[config.mk]
export PLATFORM = sky130hd
export DESIGN_NAME = pipe_ctrl_flat
export DESIGN_NICKNAME = d
export VERILOG_FILES = /design/src/rtl/pipe_ctrl_pkg.sv /design/src/rtl/pipe_ctrl_if.sv /design/src/rtl/pipe_ctrl_stall_mask.sv /design/src/rtl/pipe_ctrl.sv /design/src/flat_wrapper.sv
export SDC_FILE = /design/constraint.sdc
export NUM_CORES = 1
export LEC_CHECK = 0
export CORE_UTILIZATION = 47
export CTS_CLUSTER_SIZE = 25
export DETAILED_ROUTE_END_ITERATION = 8
export PLACE_DENSITY = 0.8
export SETUP_SLACK_MARGIN = 0.4
export SLEW_MARGIN = 20
export SYNTH_ARGS = -nofsm -noshare
export SYNTH_HDL_FRONTEND = slang
export SYNTH_HIERARCHICAL = 1
export SYNTH_SLANG_ARGS = --single-unit
[constraint.sdc]
create_clock -name clk -period 4.96 [get_ports clk]
set_input_delay 0.744 -clock clk [delete_from_list [all_inputs] [get_ports clk]]
set_output_delay 0.744 -clock clk [all_outputs]
set_load 0.05 [all_outputs]
[src/rtl/pipe_ctrl_pkg.sv]
// Shared types and constants for the pipeline hazard controller.
// The controller FSM state is exported so checkers can observe it directly.
package pipe_ctrl_pkg;

   typedef enum logic [1:0] {
      ST_RUN   = 2'd0,
      ST_HOLD  = 2'd1,
      ST_FLUSH = 2'd2
   } pc_state_e;

   localparam logic STOP    = 1'b1;
   localparam logic NO_STOP = 1'b0;

   // Index width for n items, never narrower than one bit.
   function automatic int idx_w(input int n);
      return (n > 1) ? $clog2(n) : 1;
   endfunction

endpackage

[src/rtl/pipe_ctrl_if.sv]
// Bus between the pipeline (master: requests) and pipe_ctrl (slave: stall/flush outputs).
interface pipe_ctrl_if #(
   parameter int N_STAGE = 6,
   parameter int PC_W    = 32,
   parameter int LAT_W   = 6,
   parameter int CNT_W   = 16
);
   import pipe_ctrl_pkg::*;

   localparam int SW = idx_w(N_STAGE);

   logic [N_STAGE-1:0] stallreq;
   logic               lat_valid;
   logic [SW-1:0]      lat_stage;
   logic [LAT_W-1:0]   lat_cycles;
   logic               flush_req;
   logic [PC_W-1:0]    flush_pc;
   logic [N_STAGE-1:0] stall;
   logic               flush;
   logic [PC_W-1:0]    new_pc;
   logic               busy;
   logic [CNT_W-1:0]   stall_cnt;
   logic               timeout;
   pc_state_e          state;

   // lat_valid is accepted only in a cycle where busy=0, flush=0 and flush_req=0;
   // otherwise it is dropped, not queued (busy acts as the inverted ready).
   modport master (
      output stallreq, lat_valid, lat_stage, lat_cycles, flush_req, flush_pc,
      input  stall, flush, new_pc, busy, stall_cnt, timeout, state
   );

   modport slave (
      input  stallreq, lat_valid, lat_stage, lat_cycles, flush_req, flush_pc,
      output stall, flush, new_pc, busy, stall_cnt, timeout, state
   );

endinterface

[src/rtl/pipe_ctrl_stall_mask.sv]
// Depth to thermometer encoder: bits [depth:0] set when en, all clear otherwise.
module pipe_ctrl_stall_mask
   import pipe_ctrl_pkg::*;
#(
   parameter int N_STAGE = 6,
   parameter int SW      = idx_w(N_STAGE)
) (
   input  logic               en,
   input  logic [SW-1:0]      depth,
   output logic [N_STAGE-1:0] mask
);

   always_comb begin
      mask = '0;
      for (int k = 0; k < N_STAGE; k++) begin
         mask[k] = (en && (SW'(k) <= depth)) ? STOP : NO_STOP;
      end
   end

endmodule

[src/rtl/pipe_ctrl.sv]
// Pipeline hazard controller: merges stall requests, fixed-latency holds and
// redirects into a thermometer stall vector, a flush pulse and a redirect PC.
module pipe_ctrl
   import pipe_ctrl_pkg::*;
#(
   parameter int N_STAGE = 6,
   parameter int PC_W    = 32,
   parameter int LAT_W   = 6,
   parameter int CNT_W   = 16,
   parameter int TIMEOUT = 1024
) (
   input logic        clk,
   input logic        rst,
   pipe_ctrl_if.slave bus
);

   localparam int SW   = idx_w(N_STAGE);
   localparam int WD_W = idx_w(TIMEOUT + 1);

   pc_state_e          state;
   logic [LAT_W-1:0]   lat_cnt;
   logic [SW-1:0]      hold_stage;
   logic [SW-1:0]      lat_stage_c;
   logic [SW-1:0]      depth;
   logic               any_req;
   logic               lat_take;
   logic [N_STAGE-1:0] stall_v;
   logic               flush_q;
   logic               busy_q;
   logic [PC_W-1:0]    new_pc_q;
   logic [CNT_W-1:0]   stall_cnt_q;
   logic [WD_W-1:0]    wd_cnt;
   logic               timeout_q;

   // Merge all stall sources into the deepest requested stage.
   always_comb begin
      lat_stage_c = (int'(bus.lat_stage) >= N_STAGE) ? SW'(N_STAGE - 1) : bus.lat_stage;
      lat_take    = (state == ST_RUN) && bus.lat_valid && !bus.flush_req &&
                    (bus.lat_cycles != '0);
      depth   = '0;
      any_req = 1'b0;
      for (int k = 0; k < N_STAGE; k++) begin
         if (bus.stallreq[k]) begin
            depth   = SW'(k);
            any_req = 1'b1;
         end
      end
      if (lat_take) begin
         if (lat_stage_c > depth) depth = lat_stage_c;
         any_req = 1'b1;
      end
      if (state == ST_HOLD) begin
         if (hold_stage > depth) depth = hold_stage;
         any_req = 1'b1;
      end
      if (state == ST_FLUSH) any_req = 1'b0;
   end

   pipe_ctrl_stall_mask #(.N_STAGE(N_STAGE), .SW(SW)) u_mask (
      .en    (any_req),
      .depth (depth),
      .mask  (stall_v)
   );

   always_ff @(posedge clk or posedge rst) begin
      if (rst) begin
         state       <= ST_RUN;
         lat_cnt     <= '0;
         hold_stage  <= '0;
         flush_q     <= 1'b0;
         busy_q      <= 1'b0;
         new_pc_q    <= '0;
         stall_cnt_q <= '0;
         wd_cnt      <= '0;
         timeout_q   <= 1'b0;
      end else begin
         case (state)
            ST_RUN: begin
               if (lat_take && (bus.lat_cycles != LAT_W'(1))) begin
                  lat_cnt    <= bus.lat_cycles - LAT_W'(1);
                  hold_stage <= lat_stage_c;
                  busy_q     <= 1'b1;
                  state      <= ST_HOLD;
               end
            end
            ST_HOLD: begin
               // HOLD always has a nonzero count; the last stall cycle returns to RUN.
               lat_cnt <= lat_cnt - LAT_W'(1);
               if (lat_cnt == LAT_W'(1)) begin
                  busy_q <= 1'b0;
                  state  <= ST_RUN;
               end
            end
            ST_FLUSH: state <= ST_RUN;
            default:  state <= ST_RUN;
         endcase

         if (bus.flush_req) begin
            state    <= ST_FLUSH;
            lat_cnt  <= '0;
            busy_q   <= 1'b0;
            new_pc_q <= bus.flush_pc;
         end
         flush_q <= bus.flush_req;

         if (stall_v[0] && (stall_cnt_q != '1)) stall_cnt_q <= stall_cnt_q + CNT_W'(1);

         if (!stall_v[0]) wd_cnt <= '0;
         else if (wd_cnt != WD_W'(TIMEOUT)) wd_cnt <= wd_cnt + WD_W'(1);

         if (flush_q) timeout_q <= 1'b0;
         else if ((TIMEOUT != 0) && stall_v[0] && (wd_cnt == WD_W'(TIMEOUT - 1)))
            timeout_q <= 1'b1;
      end
   end

   assign bus.stall     = stall_v;
   assign bus.flush     = flush_q;
   assign bus.new_pc    = new_pc_q;
   assign bus.busy      = busy_q;
   assign bus.stall_cnt = stall_cnt_q;
   assign bus.timeout   = timeout_q;
   assign bus.state     = state;

endmodule

[src/flat_wrapper.sv]
// flat-port wrapper written by rule: the top's interface ports become plain ports
module pipe_ctrl_flat import pipe_ctrl_pkg::*;
#(
   parameter int N_STAGE = 6,
   parameter int PC_W    = 32,
   parameter int LAT_W   = 6,
   parameter int CNT_W   = 16,
   parameter int TIMEOUT = 1024
)
  (clk, rst, bus_stallreq, bus_lat_valid, bus_lat_stage, bus_lat_cycles, bus_flush_req, bus_flush_pc, bus_stall, bus_flush, bus_new_pc, bus_busy, bus_stall_cnt, bus_timeout, bus_state);
  pipe_ctrl_if #(.N_STAGE(N_STAGE), .PC_W(PC_W), .LAT_W(LAT_W), .CNT_W(CNT_W)) bus_i ();
  input logic clk;
  input logic rst;
  input wire logic [$bits(bus_i.stallreq)-1:0] bus_stallreq;
  input wire logic [$bits(bus_i.lat_valid)-1:0] bus_lat_valid;
  input wire logic [$bits(bus_i.lat_stage)-1:0] bus_lat_stage;
  input wire logic [$bits(bus_i.lat_cycles)-1:0] bus_lat_cycles;
  input wire logic [$bits(bus_i.flush_req)-1:0] bus_flush_req;
  input wire logic [$bits(bus_i.flush_pc)-1:0] bus_flush_pc;
  output wire logic [$bits(bus_i.stall)-1:0] bus_stall;
  output wire logic [$bits(bus_i.flush)-1:0] bus_flush;
  output wire logic [$bits(bus_i.new_pc)-1:0] bus_new_pc;
  output wire logic [$bits(bus_i.busy)-1:0] bus_busy;
  output wire logic [$bits(bus_i.stall_cnt)-1:0] bus_stall_cnt;
  output wire logic [$bits(bus_i.timeout)-1:0] bus_timeout;
  output wire logic [$bits(bus_i.state)-1:0] bus_state;
  assign bus_i.stallreq = bus_stallreq;
  assign bus_i.lat_valid = bus_lat_valid;
  assign bus_i.lat_stage = bus_lat_stage;
  assign bus_i.lat_cycles = bus_lat_cycles;
  assign bus_i.flush_req = bus_flush_req;
  assign bus_i.flush_pc = bus_flush_pc;
  assign bus_stall = bus_i.stall;
  assign bus_flush = bus_i.flush;
  assign bus_new_pc = bus_i.new_pc;
  assign bus_busy = bus_i.busy;
  assign bus_stall_cnt = bus_i.stall_cnt;
  assign bus_timeout = bus_i.timeout;
  assign bus_state = bus_i.state;
  pipe_ctrl #(.N_STAGE(N_STAGE), .PC_W(PC_W), .LAT_W(LAT_W), .CNT_W(CNT_W), .TIMEOUT(TIMEOUT)) u_core (.clk(clk), .rst(rst), .bus(bus_i));
endmodule
### Word level (Yosys, flattened, before mapping)

Cells that the tools add are included.

| word-level totals | value |
|---|---|
| register bits after elaboration | 73 |
| input port bits | 51 |
| output and inout bits | 59 |
| logic and storage cells | 93 |

| cells by class | value |
|---|---|
| add/subtract/negate cells | 4 |
| $lt $le $gt $ge | 9 |
| equality and inequality tests | 10 |
| muxes and demuxes | 40 |
| reduce and logical (&&, ||, !) cells | 21 |

Operators with widths:

| cell | count |
|---|---|
| 11-bit two-way mux | 2 |
| 1-bit two-way mux | 21 |
| 3-bit two-way mux | 7 |
| 16-bit by 1-bit adder with 16-bit output (second input constant) | 1 |
| 16-bit != test (second input constant) | 1 |
| 1-bit logical AND | 12 |
| 6-bit two-way mux | 2 |
| 6-bit one-hot mux with 2 select lines | 1 |
| 6-bit by 1-bit subtractor with 6-bit output (second input constant) | 2 |
| 11-bit by 1-bit adder with 11-bit output (second input constant) | 1 |
| 11-bit by 10-bit equality test with 1-bit output (second input constant) | 1 |
| 11-bit != test (second input constant) | 1 |
| 2-bit two-way mux | 5 |
| 6-bit by 1-bit equality test with 1-bit output (second input constant) | 1 |
| 3-bit greater-than comparator | 2 |
| 1-bit by 3-bit <= comparator with 1-bit output (first input constant) | 2 |
| 2-bit by 3-bit <= comparator with 1-bit output (first input constant) | 2 |
| 3-bit <= comparator (first input constant) | 2 |
| 3-bit != test (second input constant) | 2 |
| 6-bit by 1-bit != test with 1-bit output (second input constant) | 1 |
| 2-bit AND reduction | 3 |
| 6-bit nonzero test | 1 |
| 2-bit one-hot mux with 2 select lines | 1 |
| 3-bit >= comparator (second input constant) | 1 |
| other kinds (9) | 9 |

### Logic depth before layout (Yosys ltp)

Gate-level depths: netlist (run 1).

| logic depth | value |
|---|---|
| word-level depth | 17 |
| mapped depth | 16 |
| gate-level depth less buffers | 16 |

### By module

The synthesis (run 1) kept the hierarchy.

By module, submodules not included:

| module | instances | cells an instance | area an instance (um^2) | seq. area each (um^2) |
|---|---|---|---|---|
| pipe_ctrl | 1 | 332 | 3652.3 | 1826.8 |
| pipe_ctrl_stall_mask | 1 | 7 | 48.8 | 0.0 |

### Worst setup path after synthesis (run 1)

Ideal clock, no wire load.

| timing path | value |
|---|---|
| path kind | input-to-output |
| start | input bus_stallreq[5] |
| end | output bus_stall[3] |
| arrival time | 4079 ps |
| required time | 4216 ps |
| slack | 137 ps |
| cell stages on the path | 14 |
| buffers on the path | 0 |
| cells stage by stage | nor2_1 o21ai_0 ha_1 nor2b_1 o21ai_0 a211oi_2 mux2_2 ha_1 nor2b_1 o21ai_0 a21oi_1 mux2i_1 a21oi_1 nor2b_1 |

| on the way | value |
|---|---|
| word-level cells in the longest chain between the ends | 10 |
| elaborated cells between the ends (all ways) | 14 |
| classes of those cells | order compare: 3; mux: 10; reduce/logical: 1 |

RTL lines:

| element | RTL line | text |
|---|---|---|
| start, declared | flat_wrapper.sv:14 | `input wire logic [$bits(bus_i.stallreq)-1:0] bus_stallreq;` |
| 3-bit two-way mux (*) | pipe_ctrl.sv:43 | `if (bus.stallreq[k]) begin` |
| 3-bit greater-than comparator | pipe_ctrl.sv:49 | `if (lat_stage_c > depth) depth = lat_stage_c;` |
| 3-bit two-way mux | pipe_ctrl.sv:49 |  |
| 3-bit two-way mux (*) | pipe_ctrl.sv:48 | `if (lat_take) begin` |
| 3-bit greater-than comparator | pipe_ctrl.sv:53 | `if (hold_stage > depth) depth = hold_stage;` |
| 3-bit two-way mux | pipe_ctrl.sv:53 |  |
| 3-bit two-way mux (*) | pipe_ctrl.sv:52 | `if (state == ST_HOLD) begin` |
| via u_core.depth[1] | pipe_ctrl.sv:24 | `logic [SW-1:0] depth;` |
| 2-bit by 3-bit <= comparator with 1-bit output (*) | pipe_ctrl_stall_mask.sv:16 | `mask[k] = (en && (SW'(k) <= depth)) ? STOP : NO_STOP;` |
| 1-bit logical AND (*) | pipe_ctrl_stall_mask.sv:16 |  |
| 1-bit two-way mux (*) | pipe_ctrl_stall_mask.sv:16 |  |
| end, declared | flat_wrapper.sv:20 | `output wire logic [$bits(bus_i.stall)-1:0] bus_stall;` |

Mark *: on every way through the listed nets, which the timed path passes. The rest lies on a longest branch.

### Worst setup path in the final report (run 1)

| timing path | value |
|---|---|
| start | input bus_stallreq[2] |
| end | output bus_stall[3] |

| on the way | value |
|---|---|
| word-level cells in the longest chain between the ends | 13 |
| elaborated cells between the ends (all ways) | 20 |
| classes of those cells | order compare: 3; mux: 16; reduce/logical: 1 |

RTL lines:

| element | RTL line |
|---|---|
| 2-bit two-way mux (*) (2 in series) | pipe_ctrl.sv:43 |
| 3-bit two-way mux (*) (2 in series) | pipe_ctrl.sv:43 |
| 3-bit greater-than comparator | pipe_ctrl.sv:49 |
| 3-bit two-way mux | pipe_ctrl.sv:49 |
| 3-bit two-way mux (*) | pipe_ctrl.sv:48 |
| 3-bit greater-than comparator | pipe_ctrl.sv:53 |
| 3-bit two-way mux | pipe_ctrl.sv:53 |
| 3-bit two-way mux (*) | pipe_ctrl.sv:52 |
| via u_core.depth[1] | pipe_ctrl.sv:24 |
| 2-bit by 3-bit <= comparator with 1-bit output (*) | pipe_ctrl_stall_mask.sv:16 |
| 1-bit logical AND (*) | pipe_ctrl_stall_mask.sv:16 |
| 1-bit two-way mux (*) | pipe_ctrl_stall_mask.sv:16 |

Marked as above.

==> impl_metrics.json, run 1 <==
{
  "relSlewSlack": 0.328,
  "fp-row-count": 31,
  "synth_edf_count": 0,
  "syn_avg_cell_area_um2": 10.9,
  "layoutNonFillerInstCount": 634,
  "async_flop_share": 1.00,
  "io_pins": 110,
  "synthDistinctLibCells": 51,
  "place_hpwl_mm": 6.19,
  "yosysTopAreaCellShare": 0.494,
  "crit_fanout": 4,
  "yosys_most_used_dff": "dfrtp_1",
  "use_met1": 0.328,
  "crit_path_end_kind": "primary output",
  "wirelength_mm": 13.7,
  "place.gp.congestion": 0.811,
  "clk_latency_ns": 0.34,
  "cts_hold_buf": 0,
  "fp.coreArea_um2": 7450,
  "drive_gt1_frac": 0.374,
  "rsz0062_at_grt": "true",
  "die_w_um": 90.7,
  "maxCapViolCount": 0,
  "synth_seq_cells": 73,
  "clk_pin_slew_ns": 0.08,
  "drc": 0,
  "setup_viol": 0,
  "slew_viol_final": 0,
  "hold_viol": 0,
  "use_met3": 0.0800,
  "via_per_inst": 5.75,
  "met2_usage": 0.497,
  "max_freq_ghz": 0.207,
  "run_status": "finished, final reports clean",
  "ys_seq_area_frac": 0.494,
  "synth_cells": 339,
  "vias": 3648,
  "finalClockSkew_ns": 0.00670,
  "synth_area_leaders": "dfrtp_1 49%, mux2_2 10%, ha_1 4.4%",
  "cts_inserted_buffers": 9,
  "nets": 594,
  "portBuffers": 109,
  "cts_buffer_depth": 2,
  "insertedDiodeCount": 0,
  "synth_nets": 403,
  "vdd_drop_max_v": 0.000209,
  "grt_pass1_wl_mm": 18.7,
  "antenna_found_initial": 0,
  "crit_arrival_ns": 4.08,
  "die_h_um": 90.7,
  "first_iter_violations": 310,
  "required_ns": 4.22,
  "yosys.area.top_type": "dfrtp_1",
  "dieArea_um2": 8230,
  "fin_crit_sh": 0.973,
  "hold_path.class": "flip-flop to flip-flop",
  "tightest_slew_ns": 1.01,
  "leakage_nw": 2.67,
  "power.density_nw_per_um2": 332,
  "ant_nets": 0,
  "cts_tree": "done",
  "syn_area_um2": 3700,
  "grtUsageTotal": 0.294,
  "syn_to_final_growth_pct": 65.4,
  "grt_max_degree": 47,
  "grt_pass1_vias": 3669,
  "htree_levels": 3,
  "firstDrtPassIters": 8,
  "grt.busiest_layer": "met2",
  "crit_type": "input port to primary output",
  "ys_warn_count": 6,
  "start_util": 0.497,
  "clkSinkCount": 73,
  "cts_root_buf": "clkbuf_8",
  "layout_commonest_cell": "clkdlybuf4s50_1",
  "startpoint_type": "input port",
  "grt.overflow.total": 0,
  "utilization": 0.822,
  "wire_per_inst_um": 21.7,
  "most-common-layout-cells": "91 x clkdlybuf4s50_1, 73 x dfrtp_1, 65 x buf_4",
  "power_mw": 2.03,
  "dp_cells": 543,
  "min_period_ns": 4.82
}
[repair_timing]
action                                  in CTS  in global routing
setup buffers                               68                  7
endpoints found under the setup margin       5                 16
pin swaps                                   17                 21
resized for setup                           49                 77
[registers in the layout, indices dropped and copies added, names as in the netlist]
| signal | cells |
|---|---|
| u_core/wd_cnt | 11 |
| u_core/lat_cnt | 6 |
| u_core/bus.stall_cnt | 16 |
| u_core/bus.new_pc | 32 |
| u_core/bus.flush | 1 |
| u_core/bus.timeout | 1 |
| u_core/bus.busy | 1 |
| u_core/hold_stage | 3 |
| u_core/bus.state | 2 |
[worst paths after layout]
check | from | end | slack, ns | cells past startpoint
worst max-delay path | bus_stallreq[2] | bus_stall[3] | 0.14 | 18
worst min-delay path | u_core/bus.flush$_DFF_PP0_ | u_core/bus.timeout$_DFFE_PP0P_ | 0.47 | 1
worst max register to register | u_core/bus.state[1]$_DFFE_PP0P_ | u_core/bus.stall_cnt[13]$_DFFE_PP0P_ | 1.88 | 11
worst min register to register | u_core/bus.flush$_DFF_PP0_ | u_core/bus.timeout$_DFFE_PP0P_ | 0.47 | 1
max in group asynchronous | rst | u_core/bus.new_pc[22]$_DFFE_PP0P_ | 3.09 | 3
min in group asynchronous | rst | u_core/hold_stage[0]$_DFFE_PP0P_ | 0.90 | 2
[cell usage after synthesis, types with 3 or more instances]
master,count
o21ai_0,9
nor4_1,5
ha_1,13
nor2_1,19
and3_1,7
a21oi_1,13
mux2i_1,4
nand3_1,15
xor2_1,10
nand4_1,6
o21ai_1,5
dfrtp_1,73
inv_1,20
nor3_1,3
nor2b_1,5
clkbuf_1,12
nand2_1,20
mux2_2,34
xnor2_1,14
and2_1,12
nand2b_1,5
[stage by stage]
stage	worst slack [ns]	setup TNS [ns]	cell area, um2	hold WS, ns
floorplan	0.377	0	3700	0.472
global placement	0.0237	0	4970	0.414
detailed placement	-0.164	-0.511	4970	0.428
global route	0.0357	0	6120	0.499
finish	0.135	0	6120	0.467
CTS	0.343	0	5850	0.445
[critical path, cell delays in order]
cell,delay (ns)
clkbuf_2,0.12
inv_2,0.06
a21oi_2,0.04
o21bai_2,0.35
ha_4,0.30
and3_4,0.16
a211oi_4,0.29
buf_4,0.17
mux2_4,0.32
ha_4,0.18
nor2b_4,0.13
o21ai_2,0.12
a21oi_4,0.21
buf_6,0.15
mux2i_4,0.31
a21oi_2,0.09
nor2b_2,0.15
buf_12,0.15
[kinds of logic (layout without fill, tap and decap cells)]
logic type                 after synthesis  after routing  share of synthesized area
and+or+nand+nor                        105            105                      0.151
DFF                                     73             73                      0.494
AOI/OAI and AO/OA                       49             49                     0.0940
muxes                                   41             41                      0.124
buffers and inverters                   33            229                     0.0338
xor gates and xnor gates                24             24                     0.0568
adders and majority gates               14             14                     0.0467
[area by class of cell]
class	instances	area, um2
Multi-Input combinational cell	233	2060
Tap cell	99	124
Fill cell	432	1330
Inverter	20	77.6
Timing Repair Buffer	193	1810
Clock buffer	10	128
Clock inverter	6	90.1
Sequential cell	73	1830
[metal layers]
metal,routed length [um],vias to the layer above
met1,4690,1715
met2,6470,271
met3,1470,85
li1,-,1577
met5,0,-
met4,1100,0
[power by group]
group,switching (mW),total (mW),internal (mW),leakage [nW]
Combinational,0.447,0.770,0.323,1.64
Clock,0.233,0.518,0.285,0.107
Sequential,0.0802,0.745,0.665,0.917
Total,0.760,2.03,1.27,2.67
(Power assumes the default switching activity.)
==> inputs of run 2 (changes only) <==
--- a/config.mk
+++ b/config.mk
@@ -5,6 +5,7 @@
 export SDC_FILE = /design/constraint.sdc
 export NUM_CORES = 1
 export LEC_CHECK = 0
+export ABC_CLOCK_PERIOD_IN_PS = 4960
 export CORE_UTILIZATION = 47
 export CTS_CLUSTER_SIZE = 25
 export DETAILED_ROUTE_END_ITERATION = 8
==> results of run 2 <==
Final layout, timing and power as in run 1 (identical DEF).
